[src/rtl/uart_msg_sender_if.sv]
// Request/TX-FIFO bundle between game logic, uart_msg_sender and the UART TX FIFO.
// Latency: none, wires only.
// Backpressure: tx_full travels toward the sender; there is no other handshake.
interface uart_msg_sender_if #(
   parameter int NUM_MSG = 8
);
   localparam int ID_W = (NUM_MSG > 1) ? $clog2(NUM_MSG) : 1;

   logic                req;
   logic [ID_W-1:0]     req_id;
   logic                tx_full;
   logic                tx_push;
   logic [7:0]          tx_data;
   logic                busy;
   logic                done;
   logic [ID_W-1:0]     cur_id;
   logic [NUM_MSG-1:0]  pending;

   modport master (
      input  req, req_id, tx_full,
      output tx_push, tx_data, busy, done, cur_id, pending
   );

   modport slave (
      output req, req_id, tx_full,
      input  tx_push, tx_data, busy, done, cur_id, pending
   );
endinterface

[src/rtl/uart_msg_sender.sv]
// Streams ROM messages by ID into the UART TX FIFO, lowest pending ID first; UART_MSG_NEWLINE_EN appends 0x0A.
// Latency: req to first push is 2 cycles; 1 byte/cycle afterwards, one DONE and one IDLE cycle between messages.
// Backpressure: tx_full freezes the byte index and state; pushes resume at the stalled byte.
module uart_msg_sender #(
   parameter int NUM_MSG = 8,
   parameter int MAX_LEN = 8,
   parameter logic [NUM_MSG*MAX_LEN*8-1:0]           MSG_ROM = '0,
   parameter logic [NUM_MSG*$clog2(MAX_LEN+1)-1:0]   MSG_LEN = '0
) (
   input logic               clk,
   input logic               reset,
   uart_msg_sender_if.master bus
);
   localparam int LEN_W = $clog2(MAX_LEN + 1);
   localparam int ID_W  = (NUM_MSG > 1) ? $clog2(NUM_MSG) : 1;

   typedef enum logic [1:0] {S_IDLE, S_SEND, S_TERM, S_DONE} state_t;

`ifdef UART_MSG_NEWLINE_EN
   localparam state_t S_TAIL = S_TERM;
`else
   localparam state_t S_TAIL = S_DONE;
`endif

   state_t             state_q, state_d;
   logic [NUM_MSG-1:0] pending_q, pending_d, set_vec, clr_vec;
   logic [ID_W-1:0]    cur_id_q, cur_id_d, low_id;
   logic [LEN_W-1:0]   idx_q, idx_d, cur_len;
   logic               push_c;
   logic [7:0]         data_c;

   // Oversized table lengths are clamped so idx never walks past the message slot.
   function automatic logic [LEN_W-1:0] len_of(input logic [ID_W-1:0] id);
      logic [LEN_W-1:0] raw;
      raw = MSG_LEN[int'(id)*LEN_W +: LEN_W];
      return (int'(raw) > MAX_LEN) ? LEN_W'(MAX_LEN) : raw;
   endfunction

   assign cur_len = len_of(cur_id_q);

   always_comb begin
      low_id = '0;
      for (int i = NUM_MSG - 1; i >= 0; i--) begin
         if (pending_q[i]) low_id = ID_W'(i);
      end
   end

   always_comb begin
      set_vec = '0;
      if (bus.req && (int'(bus.req_id) < NUM_MSG)) set_vec[bus.req_id] = 1'b1;
   end

   always_comb begin
      state_d  = state_q;
      cur_id_d = cur_id_q;
      idx_d    = idx_q;
      clr_vec  = '0;
      push_c   = 1'b0;
      data_c   = 8'h00;
      case (state_q)
         S_IDLE: begin
            if (|pending_q) begin
               cur_id_d        = low_id;
               clr_vec[low_id] = 1'b1;
               idx_d           = '0;
               state_d         = (len_of(low_id) == '0) ? S_TAIL : S_SEND;
            end
         end
         S_SEND: begin
            if (!bus.tx_full) begin
               push_c = 1'b1;
               data_c = MSG_ROM[(int'(cur_id_q)*MAX_LEN + int'(idx_q))*8 +: 8];
               idx_d  = idx_q + LEN_W'(1);
               if (idx_q == cur_len - LEN_W'(1)) state_d = S_TAIL;
            end
         end
         S_TERM: begin
`ifdef UART_MSG_NEWLINE_EN
            if (!bus.tx_full) begin
               push_c  = 1'b1;
               data_c  = 8'h0A;
               state_d = S_DONE;
            end
`else
            state_d = S_DONE;
`endif
         end
         default: state_d = S_IDLE;
      endcase
   end

   // Clear is applied before set so a request landing on the captured ID survives.
   assign pending_d = (pending_q & ~clr_vec) | set_vec;

   always_ff @(posedge clk or posedge reset) begin
      if (reset) begin
         state_q   <= S_IDLE;
         pending_q <= '0;
         cur_id_q  <= '0;
         idx_q     <= '0;
      end else begin
         state_q   <= state_d;
         pending_q <= pending_d;
         cur_id_q  <= cur_id_d;
         idx_q     <= idx_d;
      end
   end

   assign bus.tx_push = push_c;
   assign bus.tx_data = data_c;
   assign bus.busy    = (state_q != S_IDLE);
   assign bus.done    = (state_q == S_DONE);
   assign bus.cur_id  = cur_id_q;
   assign bus.pending = pending_q;
endmodule
[src/flat_wrapper.sv]
// flat-port wrapper written by rule: the top's interface ports become plain ports
module uart_msg_sender_flat 
#(
   parameter int NUM_MSG = 8,
   parameter int MAX_LEN = 8,
   parameter logic [NUM_MSG*MAX_LEN*8-1:0]           MSG_ROM = '0,
   parameter logic [NUM_MSG*$clog2(MAX_LEN+1)-1:0]   MSG_LEN = '0
)
  (clk, reset, bus_req, bus_req_id, bus_tx_full, bus_tx_push, bus_tx_data, bus_busy, bus_done, bus_cur_id, bus_pending);
  uart_msg_sender_if #(.NUM_MSG(NUM_MSG)) bus_i ();
  input logic clk;
  input logic reset;
  input wire logic [$bits(bus_i.req)-1:0] bus_req;
  input wire logic [$bits(bus_i.req_id)-1:0] bus_req_id;
  input wire logic [$bits(bus_i.tx_full)-1:0] bus_tx_full;
  output wire logic [$bits(bus_i.tx_push)-1:0] bus_tx_push;
  output wire logic [$bits(bus_i.tx_data)-1:0] bus_tx_data;
  output wire logic [$bits(bus_i.busy)-1:0] bus_busy;
  output wire logic [$bits(bus_i.done)-1:0] bus_done;
  output wire logic [$bits(bus_i.cur_id)-1:0] bus_cur_id;
  output wire logic [$bits(bus_i.pending)-1:0] bus_pending;
  assign bus_i.req = bus_req;
  assign bus_i.req_id = bus_req_id;
  assign bus_i.tx_full = bus_tx_full;
  assign bus_tx_push = bus_i.tx_push;
  assign bus_tx_data = bus_i.tx_data;
  assign bus_busy = bus_i.busy;
  assign bus_done = bus_i.done;
  assign bus_cur_id = bus_i.cur_id;
  assign bus_pending = bus_i.pending;
  uart_msg_sender #(.NUM_MSG(NUM_MSG), .MAX_LEN(MAX_LEN), .MSG_ROM(MSG_ROM), .MSG_LEN(MSG_LEN)) u_core (.clk(clk), .reset(reset), .bus(bus_i));
endmodule
[config.mk]
export PLATFORM = sky130hd
export DESIGN_NAME = uart_msg_sender_flat
export DESIGN_NICKNAME = d
export VERILOG_FILES = /design/src/rtl/uart_msg_sender_if.sv /design/src/rtl/uart_msg_sender.sv /design/src/flat_wrapper.sv
export SDC_FILE = /design/constraint.sdc
export NUM_CORES = 1
export LEC_CHECK = 0
export BUFFER_PORTS_ARGS = -buffer_cell sky130_fd_sc_hd__buf_2
export CORE_ASPECT_RATIO = 0.7
export CORE_UTILIZATION = 35
export DETAILED_ROUTE_END_ITERATION = 10
export PLACE_DENSITY = 0.7
export SLEW_MARGIN = 20
export SYNTH_ARGS = -nofsm -noshare
export SYNTH_HDL_FRONTEND = slang
export SYNTH_SLANG_ARGS = --single-unit
[constraint.sdc]
create_clock -name clk -period 1.55 [get_ports clk]
set_input_delay 0.155 -clock clk [delete_from_list [all_inputs] [get_ports clk]]
set_output_delay 0.155 -clock clk [all_outputs]
set_load 0.01 [all_outputs]
# Word-level counts from Yosys, hierarchy flattened
# Index checks and enable logic that the tools add are counted.
# Widths: inputs -> output; s select.
# totals
ff_bits	17
in_bits	7
output_inout_bits	22
word_cells	65
# op_classes
add_sub_neg	3
order_cmp	6
eq_ne	7
shifts	3
n_mux	29
bitwise	3
reduce_logical	10
# ops
operator	count
$shiftx 512x32->8 const A	1
$shiftx 32x6->4 const A	2
$mux 8	5
$mux 3	8
$mux 4	4
$and 8x8->8	1
$gt 4x4->1 const B	2
$lt 3x4->1 const B	2
$mux 2	4
$not 8->8	1
$or 8x8->8	1
$pmux 4 s2	1
$reduce_or 8->1	1
$add 6x4->7	1
$demux 1 s3	2
$ge 3x1->1 const B	2
$pmux 2 s3	1
$reduce_and 3->1	2
$add 4x1->4 const B	1
$eq 2x2->1 const B	2
$eq 4x4->1	1
$logic_not 4->1	1
$mux 1	4
$ne 2x1->1 const B	2
other kinds (7)	9

# Logic depth before layout (Yosys ltp)
# Gate-level depths: netlist of the first run.
# logic_depth
word_depth	17
mapped_depth	4
depth_no_buf	4

# Worst setup path before layout of the first run
# No wires, ideal clock.
# synth_timing
path_kind	register -> register
startpoint	reg u_core.state_q[0]
endpoint	reg u_core.pending_q[6] (netlist: u_core.bus.pending[6])
setup_ns	0.124
arrival_ns	1.492
t_required_ns	1.426
path_slack_ns	-0.066
stages_incl_launch_ff	4
path_buffers	0
period_less_slack_ns	1.616
cell_sequence	dfrtp_1 -> or3_4 -> or3_4 -> o31a_1
# synth_between
elab_chain_cells	5
# synth_rtl
item	line	source
start: declaration	uart_msg_sender.sv:25	state_t state_q, state_d;
start signal: assignment	uart_msg_sender.sv:102	state_q <= state_d;
$logic_not 2->1	uart_msg_sender.sv:60	case (state_q)
$mux 8	uart_msg_sender.sv:60	
$not 8->8	uart_msg_sender.sv:93	assign pending_d = (pending_q & ~clr_vec) | set_vec;
$and 8x8->8	uart_msg_sender.sv:93	
$or 8x8->8	uart_msg_sender.sv:93	
via u_core.pending_d[6]	uart_msg_sender.sv:26	logic [NUM_MSG-1:0] pending_q, pending_d, set_vec, clr_vec;
end signal: assignment	uart_msg_sender.sv:103	pending_q <= pending_d;
end: declaration	uart_msg_sender.sv:26	
# The timed path passes the listed nets, and every way through them passes these cells.
# A chain may end at the register's enable or synchronous reset.

# Worst setup path after layout of the first run
# Ends and elaborated chain as after synthesis.

==> results of run 1 <==
## synthesized netlist by cell type
| cell | n | share of area (%) |
|---|---|---|
| sky130_fd_sc_hd__a22oi_1 | 1 | 1.1 |
| sky130_fd_sc_hd__nor2b_1 | 1 | 0.95 |
| sky130_fd_sc_hd__a32oi_1 | 1 | 1.3 |
| sky130_fd_sc_hd__o31a_1 | 1 | 1.3 |
| sky130_fd_sc_hd__o22a_2 | 1 | 1.5 |
| sky130_fd_sc_hd__a32o_1 | 1 | 1.5 |
| sky130_fd_sc_hd__nor4_1 | 2 | 1.9 |
| sky130_fd_sc_hd__dfrtp_1 | 12 | 45 |
| sky130_fd_sc_hd__o2bb2ai_1 | 1 | 1.3 |
| sky130_fd_sc_hd__nand2_1 | 2 | 1.1 |
| sky130_fd_sc_hd__nor2_1 | 9 | 5.1 |
| sky130_fd_sc_hd__a21oi_1 | 4 | 3.0 |
| sky130_fd_sc_hd__o21ai_0 | 6 | 4.5 |
| sky130_fd_sc_hd__nand4_1 | 1 | 0.95 |
| sky130_fd_sc_hd__nand3_1 | 1 | 0.76 |
| sky130_fd_sc_hd__nand2b_1 | 1 | 0.95 |
| sky130_fd_sc_hd__o31ai_1 | 1 | 1.1 |
| sky130_fd_sc_hd__or3_4 | 2 | 3.4 |
| sky130_fd_sc_hd__mux2_2 | 1 | 1.7 |
| sky130_fd_sc_hd__inv_1 | 5 | 2.8 |
| sky130_fd_sc_hd__a22o_2 | 2 | 3.0 |
| sky130_fd_sc_hd__buf_4 | 10 | 11 |
| sky130_fd_sc_hd__o211ai_1 | 2 | 2.3 |
| sky130_fd_sc_hd__nor3_1 | 1 | 0.76 |
| sky130_fd_sc_hd__conb_1 | 1 | 0.57 |
## report_power, final
| part | switching (W) | internal, W | leakage, nW |
|---|---|---|---|
| combinational | 0.000312 | 0.000289 | 0.232 |
| sequential | 0.000123 | 0.000427 | 0.144 |
| clock | 0.000107 | 0.000143 | 0.0210 |
## metrics by stage
step / area [µm²] / setup TNS (ns)
global route: 822 / -0.116
detailed placement: 763 / 0
floorplan: 692 / -0.0183
CTS: 810 / -0.00286
global placement: 763 / 0
finish: 822 / 0
## sequential cells by signal (all words and copies together), names as in the netlist
signal              flops
u_core.state_q          1
u_core.bus.cur_id       3
u_core.bus.pending      8
## layout make-up
class | instances | area (µm²)
inverter | 5 | 18.8
fill | 167 | 860
clock buffer | 4 | 36.3
multi-input combinational | 51 | 309
tap | 21 | 26.3
sequential | 12 | 302
timing repair buffer | 23 | 130
## cells by family (layout without fill, tap and decap cells)
logic type	Yosys count	after routing	synth area share, %
buf+inv	15	32	14.2
other cells	1	9	0.568
simple gates	20	20	15.9
mux	1	1	1.70
flops	12	12	45.5
compound gates	21	21	22.2
## per-layer routing
layer | GRT usage (%) | up-vias | routed length [µm]
met3 | 7.14 | 4 | 97
met1 | 20.5 | 277 | 632
met2 | 25.9 | 25 | 640
met4 | 5.92 | 0 | 19
met5 | 0 | - | 0
li1 | - | 284 | -
## worst max-delay path, stage by stage (launching register included)
cell,delay (ns)
sky130_fd_sc_hd__dfrtp_2,0.40
sky130_fd_sc_hd__or3_4,0.38
sky130_fd_sc_hd__or3_4,0.36
sky130_fd_sc_hd__o31a_1,0.29
## how the worst max path moves through the flow
stage / endpoint / cells past startpoint
floorplan: u_core.bus.pending[6] / 3
global placement: u_core.bus.pending[6] / 3
detailed placement: u_core.bus.pending[6] / 3
CTS: u_core.bus.pending[6] / 3
global route: u_core.bus.pending[6] / 3
finish: u_core.bus.pending[6] / 3
## timing repair
| item | CTS | global route |
|---|---|---|
| endpoints found under the hold margin | 12 | 0 |
| resized for setup | 0 | 3 |
| hold buffers | 1 | 0 |
| endpoints found under the setup margin | 1 | 5 |
==> flow_summary.toml, run 1 <==
[run_status]
outcome = "completed"

[critical_path]
setup_slack_of_the_worst_register_to_register_path_ns = 0.003
r2r_depth = 3
reg2reg_to = "u_core.bus.pending[6]"
arrival_ns = 1.71
crit_fanout = 4
crit_path_start = "u_core.state_q[0]"
critPathKind = "register to register"
worst_ep_required_ns = 1.71
start_kind = "register"
critical_path.endpoint_type = "register"
rr_startpoint = "u_core.state_q[0]"

[sta]
setup_viol = 0
layout_setup_ws_ns = 0.00315
final_min_period_ns = 1.55
achievable-frequency_mhz = 646
worst_hold_slack_ns = 0.118
layout_worst_path_cycle_share_pct = 99.8
finalHoldViolCount = 0
fin_skew_ns = 0.00544
rsz0062_at_grt = "yes"
timing.final.max_slew_violations = 0

[placement]
placed_cells = 111
dp_hpwl_um = 1060
gpl_congestion = 0.780
number_of_buffers_added_on_ports = 18
dpl_worst_slack_ns = 0.0146

[synthesis]
syn_avg_cell_area_um2 = 9.44
syn-cell-area_um2 = 661
yosysWarnings = 0
part_of_the_yosys_area_used_for_sequential_elements_pct = 45.5
syn-instance-count = 70
synth_seq_cells = 12
synth_cell_types = 25

[floorplanning]
x_dimension_of_the_die_um = 53.9
floorplan.die_area_mm2 = 0.00207
fp.coreArea_mm2 = 0.00168
num_rows = 12
initial_utilization_pct = 39.3
chipHeight_um = 38.4
pin_count = 29

[detailed_routing]
vias = 590
detail_route.iter0.violations = 11
route.detailed.wl_per_inst_um = 12.0
post_drt_via_cell_ratio = 5.09
detail_route.first_pass.iterations = 4
route.antenna.remaining_nets = 0
wirelength_um = 1390
drc_violations_left = 0

[power]
design_power_total_w = 0.00140
vdd.ir_drop.worst_v = 0.000794
leakagePower_nw = 0.397
p_per_area_mw_per_mm2 = 1710

[cells_and_area]
layoutNonFillerInstCount = 116
most_common_library_cell_in_the_layout_ignoring_fill_and_taps = "sky130_fd_sc_hd__buf_2"
mostFrequentLayoutCells = "18 x sky130_fd_sc_hd__buf_2, 11 x sky130_fd_sc_hd__dfrtp_1, 9 x sky130_fd_sc_hd__nor2_1, 9 x sky130_fd_sc_hd__conb_1"
area_delta_synth_final_pct = 24.4
postLayoutCoreUtil_pct = 48.9
post_route_cells_drive_above_1_share_pct = 36.8
fin_nets = 103
num_antenna_cells = 0

[global_route]
grt_use_total_pct = 16.7
wire_length_of_the_first_global_routing_pass_um = 2300
grt-ovfl-total = 0
grt_start_max_net_pins = 13
antenna_violations_before_repair = 0
first_global_vias = 504

[cts]
cts_num_sinks = 12
clk-insertion-delay-late_ns = 0.28
cts_made_buffers = 3
postCtsSetupRepairBufs = 0
cts-root-to-sink-buffers = 2
cts-htree-levels = 1
cts_tree = "done"
cts.clk_slew.worst_paths_ns = 0.08
clk_root_buffer_cell = "sky130_fd_sc_hd__clkbuf_4"

[min_path]
hp-start = "bus_req_id[2]"
worstHoldPathCells = 2
hp-class = "input pin to register"
min_delay_worst_endpoint = "u_core.bus.pending[1]"

[flow_run]
timing.max_cap.violations = 0
Power figures use the tool's default switching activity.
==> inputs of run 2 (changes only) <==
RECOVER_POWER = 25   (was default)
SETUP_SLACK_MARGIN = 0.3   (was default)
==> flow_summary.toml, run 2 (synthesis gave the netlist of run 1 again) <==
[critical_path]
arrival_ns = 1.70
critPathTopFamily = "simple AND/OR/NAND/NOR gates"
rr_startpoint = "u_core.bus.pending[1]"
crit_fanout = 4
r2r_depth = 3
worst_path_bufs_invs = 0
critical_path.most_common_cell = "sky130_fd_sc_hd__or3_4"
critical_path.endpoint_type = "register"
setup_slack_of_the_worst_register_to_register_path_ns = 0.02
worstPathCellList = "or3_4 -> or3_4 -> o31a_1"
max_stage_delay_ns = 0.40
start_kind = "register"
critPathKind = "register to register"
reg2reg_to = "u_core.bus.pending[6]"
critical_path_cell_with_the_highest_stage_delay = "sky130_fd_sc_hd__or3_4"
worst_ep_required_ns = 1.72

[global_route]
first_global_vias = 582
antenna_violations_before_repair = 0
wire_length_of_the_first_global_routing_pass_um = 2570
grt_use_total_pct = 18.5
grt_start_max_net_pins = 13
grt-ovfl-total = 0

[power]
sw_frac_of_total_pct = 39.1
total_switching_power_w = 0.000627
leakagePower_nw = 0.446
vdd.ir_drop.worst_v = 0.00106
p_per_area_mw_per_mm2 = 1730
power.internal_w = 0.000974
combinationalPowerShare_pct = 48.5
pwr-share-clk_pct = 15.9
power.share.sequential_pct = 35.6

[sta]
setup_viol = 0
timing.final.max_slew_violations = 0
achievable-frequency_mhz = 653
layout_worst_path_cycle_share_pct = 98.8
layout_setup_ws_ns = 0.0188
fin_skew_ns = 0.00318
final_min_period_ns = 1.53
finalHoldViolCount = 0
rsz0062_at_grt = "yes"
worst_hold_slack_ns = 0.122

[floorplanning]
x_dimension_of_the_die_um = 53.9
fp.coreArea_mm2 = 0.00168
initial_utilization_pct = 39.3
pin_count = 29
chipHeight_um = 38.4
num_rows = 12
floorplan.die_area_mm2 = 0.00207

[cts]
cts.clk_slew.worst_paths_ns = 0.08
cts_tree = "done"
clk_root_buffer_cell = "sky130_fd_sc_hd__clkbuf_4"
cts-htree-levels = 1
cts_made_buffers = 3
clk-insertion-delay-late_ns = 0.28
cts_num_sinks = 12
cts-root-to-sink-buffers = 2

[cells_and_area]
fillers = 158
multi_input_area_um2 = 344
post_route_cells_drive_above_1_share_pct = 46.6
fin_nets = 111
final-seq-area_um2 = 303
most_common_library_cell_in_the_layout_ignoring_fill_and_taps = "sky130_fd_sc_hd__buf_2"
largest_register_ffs = 8
num_antenna_cells = 0
area_delta_synth_final_pct = 40.2
mostFrequentLayoutCells = "18 x sky130_fd_sc_hd__buf_2, 10 x sky130_fd_sc_hd__buf_4, 10 x sky130_fd_sc_hd__dfrtp_1"

[detailed_routing]
vias = 647
post_drt_via_cell_ratio = 5.22
wirelength_um = 1620
route.detailed.wl_per_inst_um = 13.1
detail_route.first_pass.iterations = 4
route.antenna.remaining_nets = 0
detail_route.iter0.violations = 27
drc_violations_left = 0

[min_path]
worstHoldPathCells = 2
hp-class = "input pin to register"
hp-start = "bus_req_id[2]"
min_delay_worst_endpoint = "u_core.bus.pending[1]"

[placement]
gpl_congestion = 0.834
number_of_buffers_added_on_ports = 18
dp_hpwl_um = 1060
dpl_worst_slack_ns = 0.0128

[flow_run]
timing.max_cap.violations = 0

[run_status]
outcome = "completed"
run 2: cell count changes in the layout (fill, tap and decap cells not counted), sizes merged:
| cell | previous run | this run |
|---|---|---|
| buf | 22 | 30 |
run 2: worst max path at each step:
stage	from	end	slack [ns]	cells past startpoint
after CTS	u_core.bus.pending[1]	u_core.bus.pending[6]	0.02	3
after detailed placement	u_core.bus.pending[1]	u_core.bus.pending[6]	0.01	3
after global placement	u_core.state_q[0]	u_core.bus.pending[6]	0.03	3
after floorplan	u_core.bus.pending[1]	u_core.bus.pending[6]	-0.02	3
final	u_core.bus.pending[1]	u_core.bus.pending[6]	0.02	3
after global routing	u_core.bus.pending[1]	u_core.bus.pending[6]	-0.03	3
run 2: power by group through the flow:
stage / combinational, W / sequential (W) / clock (W)
global route: 0.000862 / 0.000588 / 0.000270
detailed placement: 0.000615 / 0.000545 / 0
finish: 0.000776 / 0.000570 / 0.000255
CTS: 0.000714 / 0.000564 / 0.000260
global placement: 0.000603 / 0.000539 / 0
floorplan: 0.000332 / 0.000608 / 0
run 2: metrics by stage:
step	power (W)	instance area [µm²]	cells	util, %	TNS [ns]
2_1_floorplan	0.000939	698	78	-	-0.0177
3_3_place_gp	0.00114	769	111	45.8	0
3_5_place_dp	0.00116	769	111	45.8	0
4_1_cts	0.00154	896	122	53.3	0
5_1_grt	0.00172	926	124	55.1	-0.0786
6_report	0.00160	926	124	55.1	0
run 2: repair_timing:
action	4_1_cts	5_1_grt
buffers inserted	6	2
gates cloned	0	0
endpoints found under the setup margin	5	10
resized for setup	6	7
pin swaps	3	2
hold buffers	1	0
hold endpoints to repair	12	0
run 2: layout make-up:
type | count | area share [%]
flip-flops and latches | 12 | 32.7
multi-input cells | 51 | 37.2
inverters | 5 | 2.03
repair buffers | 31 | 21.4
well taps | 21 | 2.84
clock buffers | 4 | 3.92
run 2: per-layer routing:
metal	up-vias	routed length, µm	GRT usage (%)
met5	-	0	0
met4	0	0	3.95
met3	0	113	8.33
met2	30	770	29.9
met1	318	740	22.4
li1	299	-	-
==> inputs of run 3 (changes only) <==
clock period = 1.4 ns   (was 1.55 ns; I/O delays follow)
==> flow_summary.toml, run 3 (synthesis gave the netlist of run 1 again) <==
[global_route]
first_global_vias = 524
antenna_violations_before_repair = 0
grt_start_max_net_pins = 13
grt_use_total_pct = 17.8
grt-ovfl-total = 0
wire_length_of_the_first_global_routing_pass_um = 2410

[cts]
clk_root_buffer_cell = "sky130_fd_sc_hd__clkbuf_4"
cts_made_buffers = 3
clk-insertion-delay-late_ns = 0.28
cts-root-to-sink-buffers = 2
cts_tree = "done"
cts_num_sinks = 12
cts-htree-levels = 1
cts.clk_slew.worst_paths_ns = 0.08

[cells_and_area]
num_antenna_cells = 0
stdcell_area_um2 = 932
mostFrequentLayoutCells = "16 x sky130_fd_sc_hd__buf_2, 9 x sky130_fd_sc_hd__conb_1, 9 x sky130_fd_sc_hd__dfrtp_1"
most_common_library_cell_in_the_layout_ignoring_fill_and_taps = "sky130_fd_sc_hd__buf_2"
area_delta_synth_final_pct = 41.1
fillers = 162
largest_register_ffs = 8
final-seq-area_um2 = 304
post_route_cells_drive_above_1_share_pct = 46.1
fin_nets = 110
multi_input_area_um2 = 337

[placement]
dpl_worst_slack_ns = -0.132
dpl_cell_area_um2 = 795
gpl_congestion = 0.807
number_of_buffers_added_on_ports = 18
dp_hpwl_um = 1150

[critical_path]
critPathTopFamily = "simple AND/OR/NAND/NOR gates"
arrival_ns = 1.70
critical_path.most_common_cell = "sky130_fd_sc_hd__or3_4"
worst_ep_required_ns = 1.57
critPathKind = "register to register"
cp.depth = 3
critical_path_cell_with_the_highest_stage_delay = "sky130_fd_sc_hd__dfrtp_2"
worstPathCellList = "or3_4 -> or3_4 -> o31a_1"
max_stage_delay_ns = 0.40
start_kind = "register"
critical_path.endpoint_type = "register"
r2r_depth = 3
worst_path_bufs_invs = 0
crit_fanout = 4

[detailed_routing]
route.antenna.remaining_nets = 0
drc_violations_left = 0
route.detailed.wl_per_inst_um = 13.0
vias = 621
detail_route.iter0.violations = 10
post_drt_via_cell_ratio = 5.05
wirelength_um = 1600
detail_route.first_pass.iterations = 4

[sta]
layout_setup_ws_ns = -0.132
layout_worst_path_cycle_share_pct = 109
fin_skew_ns = 0.00265
worst_hold_slack_ns = 0.114
setup_viol = 4
timing.final.max_slew_violations = 0
rsz0062_at_grt = "yes"
final_min_period_ns = 1.53
finalHoldViolCount = 0
achievable-frequency_mhz = 653

[floorplanning]
floorplan.die_area_mm2 = 0.00207
initial_utilization_pct = 39.3
x_dimension_of_the_die_um = 53.9
chipHeight_um = 38.4
pin_count = 29
num_rows = 12
fp.coreArea_mm2 = 0.00168

[min_path]
worstHoldPathCells = 2
hp-class = "input pin to register"

[run_status]
outcome = "finished, violations left"
violations = "setup timing"

[power]
design_power_total_w = 0.00174
p_per_area_mw_per_mm2 = 1860
leakagePower_nw = 0.441
vdd.ir_drop.worst_v = 0.00109

[flow_run]
timing.max_cap.violations = 0
[run 3: cell count changes in the layout (fill, tap and decap cells not counted), sizes merged]
cell	delta
buf	-1
[run 3: final cells by class]
class | instances | share of cell area [%]
repair buffers | 30 | 22.6
clock buffers | 4 | 3.89
well taps | 21 | 2.82
inverters | 5 | 2.01
multi-input cells | 51 | 36.1
flip-flops and latches | 12 | 32.6
[run 3: worst paths after layout]
path	from	endpoint	slack, ns
max in group asynchronous	reset	u_core.bus.pending[3]	0.65
worst max-delay path	u_core.state_q[0]	u_core.bus.pending[6]	-0.13
min in group asynchronous	reset	u_core.bus.pending[0]	0.41
worst max register to register	u_core.state_q[0]	u_core.bus.pending[6]	-0.13
worst min register to register	u_core.bus.cur_id[2]	u_core.bus.cur_id[2]	0.50
worst min-delay path	bus_req_id[2]	u_core.bus.pending[1]	0.11
[run 3: power by group]
group / leakage [nW] / internal (W) / total [W] / switching (W)
Clock: 0.0210 / 0.000158 / 0.000276 / 0.000118
Sequential: 0.142 / 0.000477 / 0.000637 / 0.000160
Combinational: 0.278 / 0.000429 / 0.000824 / 0.000395
[run 3: per-stage QoR]
| stage | setup TNS (ns) | std cells | util [%] |
|---|---|---|---|
| after floorplan | -0.491 | 78 | - |
| after global placement | -0.350 | 113 | 47.2 |
| after detailed placement | -0.451 | 113 | 47.2 |
| after CTS | -0.495 | 120 | 50.9 |
| after global routing | -0.621 | 123 | 55.4 |
| final | -0.404 | 123 | 55.4 |
[run 3: per-layer routing]
metal  part of all wire, %  global-route usage [%]  routed length [µm]
met1                    46                    22.2                 739
met2                    48                    27.2                 764
met3                   5.5                    8.33                  88
met5                     0                       0                   0
met4                  0.44                    5.26                   7
[run 3: repair_timing]
action	4_1_cts	5_1_grt
cloned	0	0
setup buffers	2	3
hold buffers	1	0
endpoints found under the hold margin	12	0
gates resized for setup	2	12
setup endpoints to repair	12	18
